File: config.mk
export PLATFORM = sky130hd
export DESIGN_NAME = blob_bbox_stats
export DESIGN_NICKNAME = d
export VERILOG_FILES = /design/src/rtl/blob_bbox_stats.sv
export SDC_FILE = /design/constraint.sdc
export NUM_CORES = 2
export LEC_CHECK = 0
export CAP_MARGIN = 20
export CORE_ASPECT_RATIO = 0.75
export CORE_MARGIN = 1.5
export CORE_UTILIZATION = 57
export CTS_CLUSTER_SIZE = 14
export DETAILED_ROUTE_END_ITERATION = 12
export PLACE_DENSITY_LB_ADDON = 0.05
export SLEW_MARGIN = 15
export SYNTH_ARGS = -nofsm -noshare
export SYNTH_HDL_FRONTEND = slang
export SYNTH_SLANG_ARGS = --single-unit
File: constraint.sdc
create_clock -name clk -period 6.4 [get_ports clk]
set_input_delay 0.64 -clock clk [delete_from_list [all_inputs] [get_ports clk]]
set_output_delay 0.64 -clock clk [all_outputs]
set_load 0.01 [all_outputs]
File: src/rtl/blob_bbox_stats.sv
// Per-label bounding box and pixel-count accumulator fed by the connected-components label stream.
// Define BLOB_BBOX_CENTROID_EN to also keep per-label coordinate sums for centroid computation.
module blob_bbox_stats #(
    parameter int LABEL_WIDTH = 8,
    parameter int MAX_LABELS  = 16,
    parameter int COORD_WIDTH = 11,
    parameter int COUNT_WIDTH = 20
) (
    input  logic                               clk,
    input  logic                               reset_n,
    input  logic                               en,
    input  logic                               hsync,
    input  logic                               vsync,
    input  logic [LABEL_WIDTH-1:0]             label,
    output logic                               out_valid,
    input  logic                               out_ready,
    output logic [LABEL_WIDTH-1:0]             out_label,
    output logic [COORD_WIDTH-1:0]             out_xmin,
    output logic [COORD_WIDTH-1:0]             out_xmax,
    output logic [COORD_WIDTH-1:0]             out_ymin,
    output logic [COORD_WIDTH-1:0]             out_ymax,
    output logic [COUNT_WIDTH-1:0]             out_count,
    output logic [COORD_WIDTH+COUNT_WIDTH-1:0] out_sum_x,
    output logic [COORD_WIDTH+COUNT_WIDTH-1:0] out_sum_y,
    output logic                               frame_done,
    output logic                               busy,
    output logic                               label_overflow,
    output logic                               pixel_dropped
);
    localparam int IDX_W = $clog2(MAX_LABELS);
    localparam int SUM_W = COORD_WIDTH + COUNT_WIDTH;
    localparam logic [IDX_W-1:0] LAST_IDX = IDX_W'(MAX_LABELS - 1);
    localparam logic [0:0] ST_ACCUM = 1'b0;
    localparam logic [0:0] ST_DRAIN = 1'b1;

    logic [0:0]             state;
    logic [IDX_W-1:0]       idx;
    logic [IDX_W-1:0]       lbl_idx;
    logic [COORD_WIDTH-1:0] x;
    logic [COORD_WIDTH-1:0] y;

    logic [COORD_WIDTH-1:0] tab_xmin  [MAX_LABELS];
    logic [COORD_WIDTH-1:0] tab_xmax  [MAX_LABELS];
    logic [COORD_WIDTH-1:0] tab_ymin  [MAX_LABELS];
    logic [COORD_WIDTH-1:0] tab_ymax  [MAX_LABELS];
    logic [COUNT_WIDTH-1:0] tab_count [MAX_LABELS];
`ifdef BLOB_BBOX_CENTROID_EN
    logic [SUM_W-1:0]       tab_sum_x [MAX_LABELS];
    logic [SUM_W-1:0]       tab_sum_y [MAX_LABELS];
`else
    assign out_sum_x = '0;
    assign out_sum_y = '0;
`endif

    logic label_in_range;
    logic accumulate;
    logic drain_advance;

    assign label_in_range = (32'(label) < 32'(MAX_LABELS));
    assign lbl_idx        = label[IDX_W-1:0];
    assign accumulate     = en && !hsync && !vsync && (state == ST_ACCUM)
                            && (label != '0) && label_in_range;
    // Move to the next entry once the current one is empty or has been handed off.
    assign drain_advance  = (state == ST_DRAIN)
                            && ((out_valid && out_ready) || (!out_valid && tab_count[idx] == '0));

    always_ff @(posedge clk) begin
        if (!reset_n) begin
            for (int i = 0; i < MAX_LABELS; i++) begin
                tab_xmin[i]  <= '1;
                tab_ymin[i]  <= '1;
                tab_xmax[i]  <= '0;
                tab_ymax[i]  <= '0;
                tab_count[i] <= '0;
`ifdef BLOB_BBOX_CENTROID_EN
                tab_sum_x[i] <= '0;
                tab_sum_y[i] <= '0;
`endif
            end
            state          <= ST_ACCUM;
            idx            <= '0;
            x              <= '0;
            y              <= '0;
            out_valid      <= 1'b0;
            out_label      <= '0;
            out_xmin       <= '0;
            out_xmax       <= '0;
            out_ymin       <= '0;
            out_ymax       <= '0;
            out_count      <= '0;
`ifdef BLOB_BBOX_CENTROID_EN
            out_sum_x      <= '0;
            out_sum_y      <= '0;
`endif
            frame_done     <= 1'b0;
            busy           <= 1'b0;
            label_overflow <= 1'b0;
            pixel_dropped  <= 1'b0;
        end else begin
            frame_done <= 1'b0;

            if (vsync) begin
                x <= '0;
                y <= '0;
            end else if (hsync) begin
                x <= '0;
                if (y != '1) y <= y + 1'b1;
            end else if (en && x != '1) begin
                x <= x + 1'b1;
            end

            if (en && state == ST_ACCUM && !label_in_range) label_overflow <= 1'b1;
            if (en && state == ST_DRAIN) pixel_dropped <= 1'b1;

            // Table reads here see last cycle's writes, so back-to-back hits on one label are safe.
            if (accumulate) begin
                if (x < tab_xmin[lbl_idx]) tab_xmin[lbl_idx] <= x;
                if (x > tab_xmax[lbl_idx]) tab_xmax[lbl_idx] <= x;
                if (y < tab_ymin[lbl_idx]) tab_ymin[lbl_idx] <= y;
                if (y > tab_ymax[lbl_idx]) tab_ymax[lbl_idx] <= y;
                if (tab_count[lbl_idx] != '1) tab_count[lbl_idx] <= tab_count[lbl_idx] + 1'b1;
`ifdef BLOB_BBOX_CENTROID_EN
                tab_sum_x[lbl_idx] <= tab_sum_x[lbl_idx] + SUM_W'(x);
                tab_sum_y[lbl_idx] <= tab_sum_y[lbl_idx] + SUM_W'(y);
`endif
            end

            case (state)
                ST_ACCUM: begin
                    if (vsync) begin
                        state <= ST_DRAIN;
                        idx   <= IDX_W'(1);
                        busy  <= 1'b1;
                    end
                end
                ST_DRAIN: begin
                    if (out_valid) begin
                        if (out_ready) begin
                            out_valid      <= 1'b0;
                            tab_xmin[idx]  <= '1;
                            tab_ymin[idx]  <= '1;
                            tab_xmax[idx]  <= '0;
                            tab_ymax[idx]  <= '0;
                            tab_count[idx] <= '0;
`ifdef BLOB_BBOX_CENTROID_EN
                            tab_sum_x[idx] <= '0;
                            tab_sum_y[idx] <= '0;
`endif
                        end
                    end else if (tab_count[idx] != '0) begin
                        out_valid <= 1'b1;
                        out_label <= LABEL_WIDTH'(idx);
                        out_xmin  <= tab_xmin[idx];
                        out_xmax  <= tab_xmax[idx];
                        out_ymin  <= tab_ymin[idx];
                        out_ymax  <= tab_ymax[idx];
                        out_count <= tab_count[idx];
`ifdef BLOB_BBOX_CENTROID_EN
                        out_sum_x <= tab_sum_x[idx];
                        out_sum_y <= tab_sum_y[idx];
`endif
                    end

                    if (drain_advance) begin
                        if (idx == LAST_IDX) begin
                            frame_done <= 1'b1;
                            busy       <= 1'b0;
                            state      <= ST_ACCUM;
                            idx        <= '0;
                        end else begin
                            idx <= idx + 1'b1;
                        end
                    end
                end
                default: state <= ST_ACCUM;
            endcase
        end
    end
endmodule

Word-level counts from Yosys, hierarchy flattened
Memory sizes are Yosys's and may differ from the RTL's. A register that Yosys moved wholly into a read port is not among the register bits. Cells that the tools add are included. W data, S select, Z words.

Add/subtract/negate cells: 4. $lt $le $gt $ge: 5. Eq/ne operators: 7. Multiplexer cells: 74. Bitwise logic cells: 3. Reductions and logical operators: 41.

Operators by type and width (number): $mux W11 (8); $reduce_or A11 Y1 (8); $mux W4 (15); $mux W1 (46); $mux W20 (2); $reduce_or A20 Y1 (2); $add A11 B1 Y11 const B (2); $gt A11 B11 Y1 (2); $lt A11 B11 Y1 (2); $ne A11 B11 Y1 const B (2); $add A20 B1 Y20 const B (1); $logic_not A20 Y1 (1); $ne A20 B20 Y1 const B (1); $reduce_bool A20 Y1 (1); $logic_and A1 B1 Y1 (12); $reduce_and A3 Y1 (3); $logic_not A1 Y1 (8); $lt A8 B5 Y1 const B (1); $pmux W4 S2 (1); $reduce_bool A8 Y1 (1); $add A4 B1 Y4 const B (1); $eq A4 B4 Y1 const B (1); $ne A2 B1 Y1 const B (2); $pmux W1 S2 (2); other kinds (6) (9).

Register bits: 56. RAM bits: 1024. Input bits: 14. Output and inout port bits: 139. Memories: 5.

Memories: tab_count (words 16, bits a word 20, read ports 2, clocked after Yosys merged registers in 1, wr ports 16, RTL line 46) `logic [COUNT_WIDTH-1:0] tab_count [MAX_LABELS];`; tab_xmax (words 16, bits a word 11, read ports 2, clocked after Yosys merged registers in 1, wr ports 16, RTL line 43) `logic [COORD_WIDTH-1:0] tab_xmax [MAX_LABELS];`; tab_xmin (words 16, bits a word 11, read ports 2, clocked after Yosys merged registers in 1, wr ports 16, RTL line 42) `logic [COORD_WIDTH-1:0] tab_xmin [MAX_LABELS];`; tab_ymax (words 16, bits a word 11, read ports 2, clocked after Yosys merged registers in 1, wr ports 16, RTL line 45) `logic [COORD_WIDTH-1:0] tab_ymax [MAX_LABELS];`; tab_ymin (words 16, bits a word 11, read ports 2, clocked after Yosys merged registers in 1, wr ports 16, RTL line 44) `logic [COORD_WIDTH-1:0] tab_ymin [MAX_LABELS];`.

Longest topological paths before layout
Depth in word-level cells: 12. Gate-level depth with buffers: 23. Depth with buffers taken out: 13.

Least setup slack after synthesis
No wires, ideal clock.

Path kind: input -> register. From: input port label[0]. To: memory tab_xmax[13][0] (enable). Data arrival time: 5.986 ns. Data required time: 5.980 ns. Path slack: -0.006 ns. Stages: 22. Buffers on the path: 9. Path through: buf_6 > buf_8 > buf_6 > buf_6 > buf_6 > clkbuf_1 > buf_1 > mux4_2 > mux4_2 > inv_1 > ha_1 > nor2b_1 > o21a_1 > o21a_1 > o21a_1 > o21ai_0 > nand2b_1 > a21oi_1 > o21a_1 > clkbuf_1 > clkbuf_1 > o311ai_0.

RTL lines: start, declared (RTL line 14) `input logic [LABEL_WIDTH-1:0] label,`; end, declared (RTL line 43).

==> results_dict.tcl <==
set metrics [dict create \
    worst_ir_drop_vdd_mv 0.226 \
    grt_max_degree 166 \
    layout.nets 4266 \
    wl_um 183000 \
    dpl.hpwl_um 119000 \
    numCtsBuffers 111 \
    antenna_found_initial 2 \
    first_iter_violations 6103 \
    io_pins 153 \
    area_growth_pct 11.2 \
    finalWorstSetupSlack_ns 1.58 \
    insertion_delay_ns 0.74 \
    end_kind "flop" \
    cp_slowest_cell "a2111oi_0" \
    path_class "in2reg" \
    cellPowerDensity_nw_per_um2 263 \
    holdPathEnd "out_count[13]$_SDFFE_PN0P_" \
    die_x_um 374 \
    fin_skew_ns 0.0290 \
    finalCriticalPeriod_ns 4.82 \
    viasPerCell 6.98 \
    synth-edff-count 1024 \
    path_clk_slew_ns 0.06 \
    async_flop_share_pct 0 \
    drive_gt1_share_pct 25.0 \
    cts_tree "built" \
    worstHoldStart "reset_n" \
    crit_family "buffers and inverters" \
    hold_buffers 0 \
    finalMaxSlewViolations 0 \
    synth_cells 4155 \
    worst-path-buf-inv 5 \
    drt-pass1-iter-count 9 \
    drt.antenna.violating_nets 0 \
    cts-root-buf "clkbuf_16" \
    die_h_um 281 \
    reg2reg_setup_slack_ns 1.82 \
    cts_buffer_depth 3 \
    ys_seq_area_share_pct 55.7 \
    use_met3_pct 9.80 \
    synth_ff_type "edfxtp_1" \
    start_kind "input port" \
    cp_max_fo 47 \
    hold_path_depth 2 \
    grt_pass1_vias 37100 \
    num_rows 101 \
    top_usage_layer "met1" \
    cts.htree.levels 3 \
    setup_viol 0 \
    syn_area_per_cell_um2 14.2 \
    leakage_nw 20.5 \
    rr_endpoint "out_xmax[2]$_SDFFE_PN0P_" \
    crit_chain "buf_8 > buf_12 > mux4_2 > mux4_2 > inv_1 > ha_1 > a21oi_1 > nor2b_1 > a2111oi_0 > a2111oi_4 > buf_4 > o21ai_2 > buf_4 > nand2_1" \
    final_hold_viol_count 0 \
    cpPeakStageDelay_ns 0.66 \
    holdWs_ns 0.447 \
    grt_usage_pct 34.9 \
    mostFrequentLayoutCell "edfxtp_1" \
    grt_overflow 0 \
    drv_cap 0 \
    r2r_cells 11 \
    grt_use_met1_pct 53.0 \
    rsz0062_at_grt "no" \
    dieArea_um2 105000 \
    cp.arrival_ns 5.14 \
    cts-resized-gates 0 \
    clock.fmax_ghz 0.208 \
    utilization_pct 64.3 \
    finalInstanceArea_um2 65500 \
    ys_ff_latch 1128 \
    vias 39400 \
    drcViolationCount 0 \
    place_ws_ns 0.813 \
    grt_first_pass_wirelength_um 263000 \
    wl_per_cell_um 32.4 \
    synth.distinct_cells 75 \
    cts_sinks 1128 \
    cts_setup_buffers 0 \
    core_region_area_um2 102000 \
    worst_slew_pin_slew_ns 1.19 \
    gp_congestion 0.885 \
    fin_crit_sh_pct 75.2 \
    dpl_cell_area_um2 61500 \
    synth_warnings 0 \
    gr-usage-met2_pct 50.2 \
    netlist_area_um2 58900 \
    portBuffers 86 \
    required_ns 6.73 \
    final_cell_mix "1024 x edfxtp_1, 639 x nor2_1, 587 x mux4_2" \
    hold_path.class "in2reg" \
    floorplan.initialDensity_pct 57.8 \
    status "completed" \
    num_antenna_cells 0 \
    max_slew_margin_pct 20.6 \
]
cells in the mapped netlist, types with 21 or more instances:
cell type  number  area share [%]
a21oi_1        32            0.27
a22oi_1        24            0.31
buf_1          36            0.23
buf_2          43            0.37
buf_4          93             1.2
buf_6          21            0.40
clkbuf_1      296             1.9
dfxtp_1       104             3.5
edfxtp_1     1024              52
ha_1           46            0.98
inv_1          49            0.31
mux2i_1       131             2.2
mux4_2        587              22
nand2_1       182             1.2
nand3_1       361             3.1
nor2_1        652             4.2
nor3_1        181             1.5
o21ai_0        46            0.39
how the worst max path moves through the flow:
stage                         from                            end  slack [ns]  cells past startpoint
final                     label[0]  tab_ymax[15][1]$_SDFFCE_PN0P_        1.58                     14
after global routing      label[0]  tab_ymax[15][1]$_SDFFCE_PN0P_        1.30                     14
after CTS                 label[0]   tab_ymin[9][2]$_SDFFCE_PN1P_        1.60                     14
after detailed placement  label[0]   tab_ymin[9][2]$_SDFFCE_PN1P_        0.81                     14
after global placement    label[0]  tab_ymax[11][4]$_SDFFCE_PN0P_        0.79                     15
after floorplan           label[0]  tab_xmax[13][0]$_SDFFCE_PN0P_      -0.006                     22
report_power, final:
group | switching (mW) | internal [mW] | total [mW]
Combinational | 1.04 | 0.780 | 1.82
Clock | 2.97 | 4.03 | 7.00
Sequential | 0.162 | 8.26 | 8.42
registers in the layout, indices dropped and copies added (netlist names), 20 cells and up, named ones only:
name / flops
out_count: 20
tab_count: 320
tab_xmax: 176
tab_xmin: 176
tab_ymax: 176
tab_ymin: 176
final cells by class:
type	instances	area, µm²
Clock buffer	148	3110
Clock inverter	63	753
Fill cell	7507	36400
Inverter	51	196
Multi-Input combinational cell	2612	24100
Sequential cell	1128	32900
Tap cell	1339	1680
Timing Repair Buffer	302	2740
layer usage:
metal  part of all wire (%)  routed length [µm]
met3                     14               25600
met2                     44               79800
met1                     40               73000
met5                      0                   0
met4                    2.5                4570
metrics by stage:
| step | cells | power [mW] | TNS, ns |
|---|---|---|---|
| final | 5643 | 17.2 | 0 |
| after global routing | 5643 | 17.6 | 0 |
| after global placement | 5422 | 10.3 | 0 |
| after detailed placement | 5425 | 10.4 | 0 |
| after floorplan | 4283 | 9.75 | -0.347 |
| after CTS | 5636 | 17.3 | 0 |
kinds of logic (layout without fill, tap and decap cells):
family	count (synthesis)	count (layout)	synth area share [%]
AOI/OAI and AO/OA	221	221	2.65
xor gates and xnor gates	30	30	0.446
adders and majority gates	46	46	0.977
buffers and inverters	543	564	4.47
DFF	1128	1128	55.7
muxes	724	724	24.8
other	2	130	0.0128
and+or+nand+nor	1461	1461	10.9
Note: power is estimated with default switching activity, not from simulation.
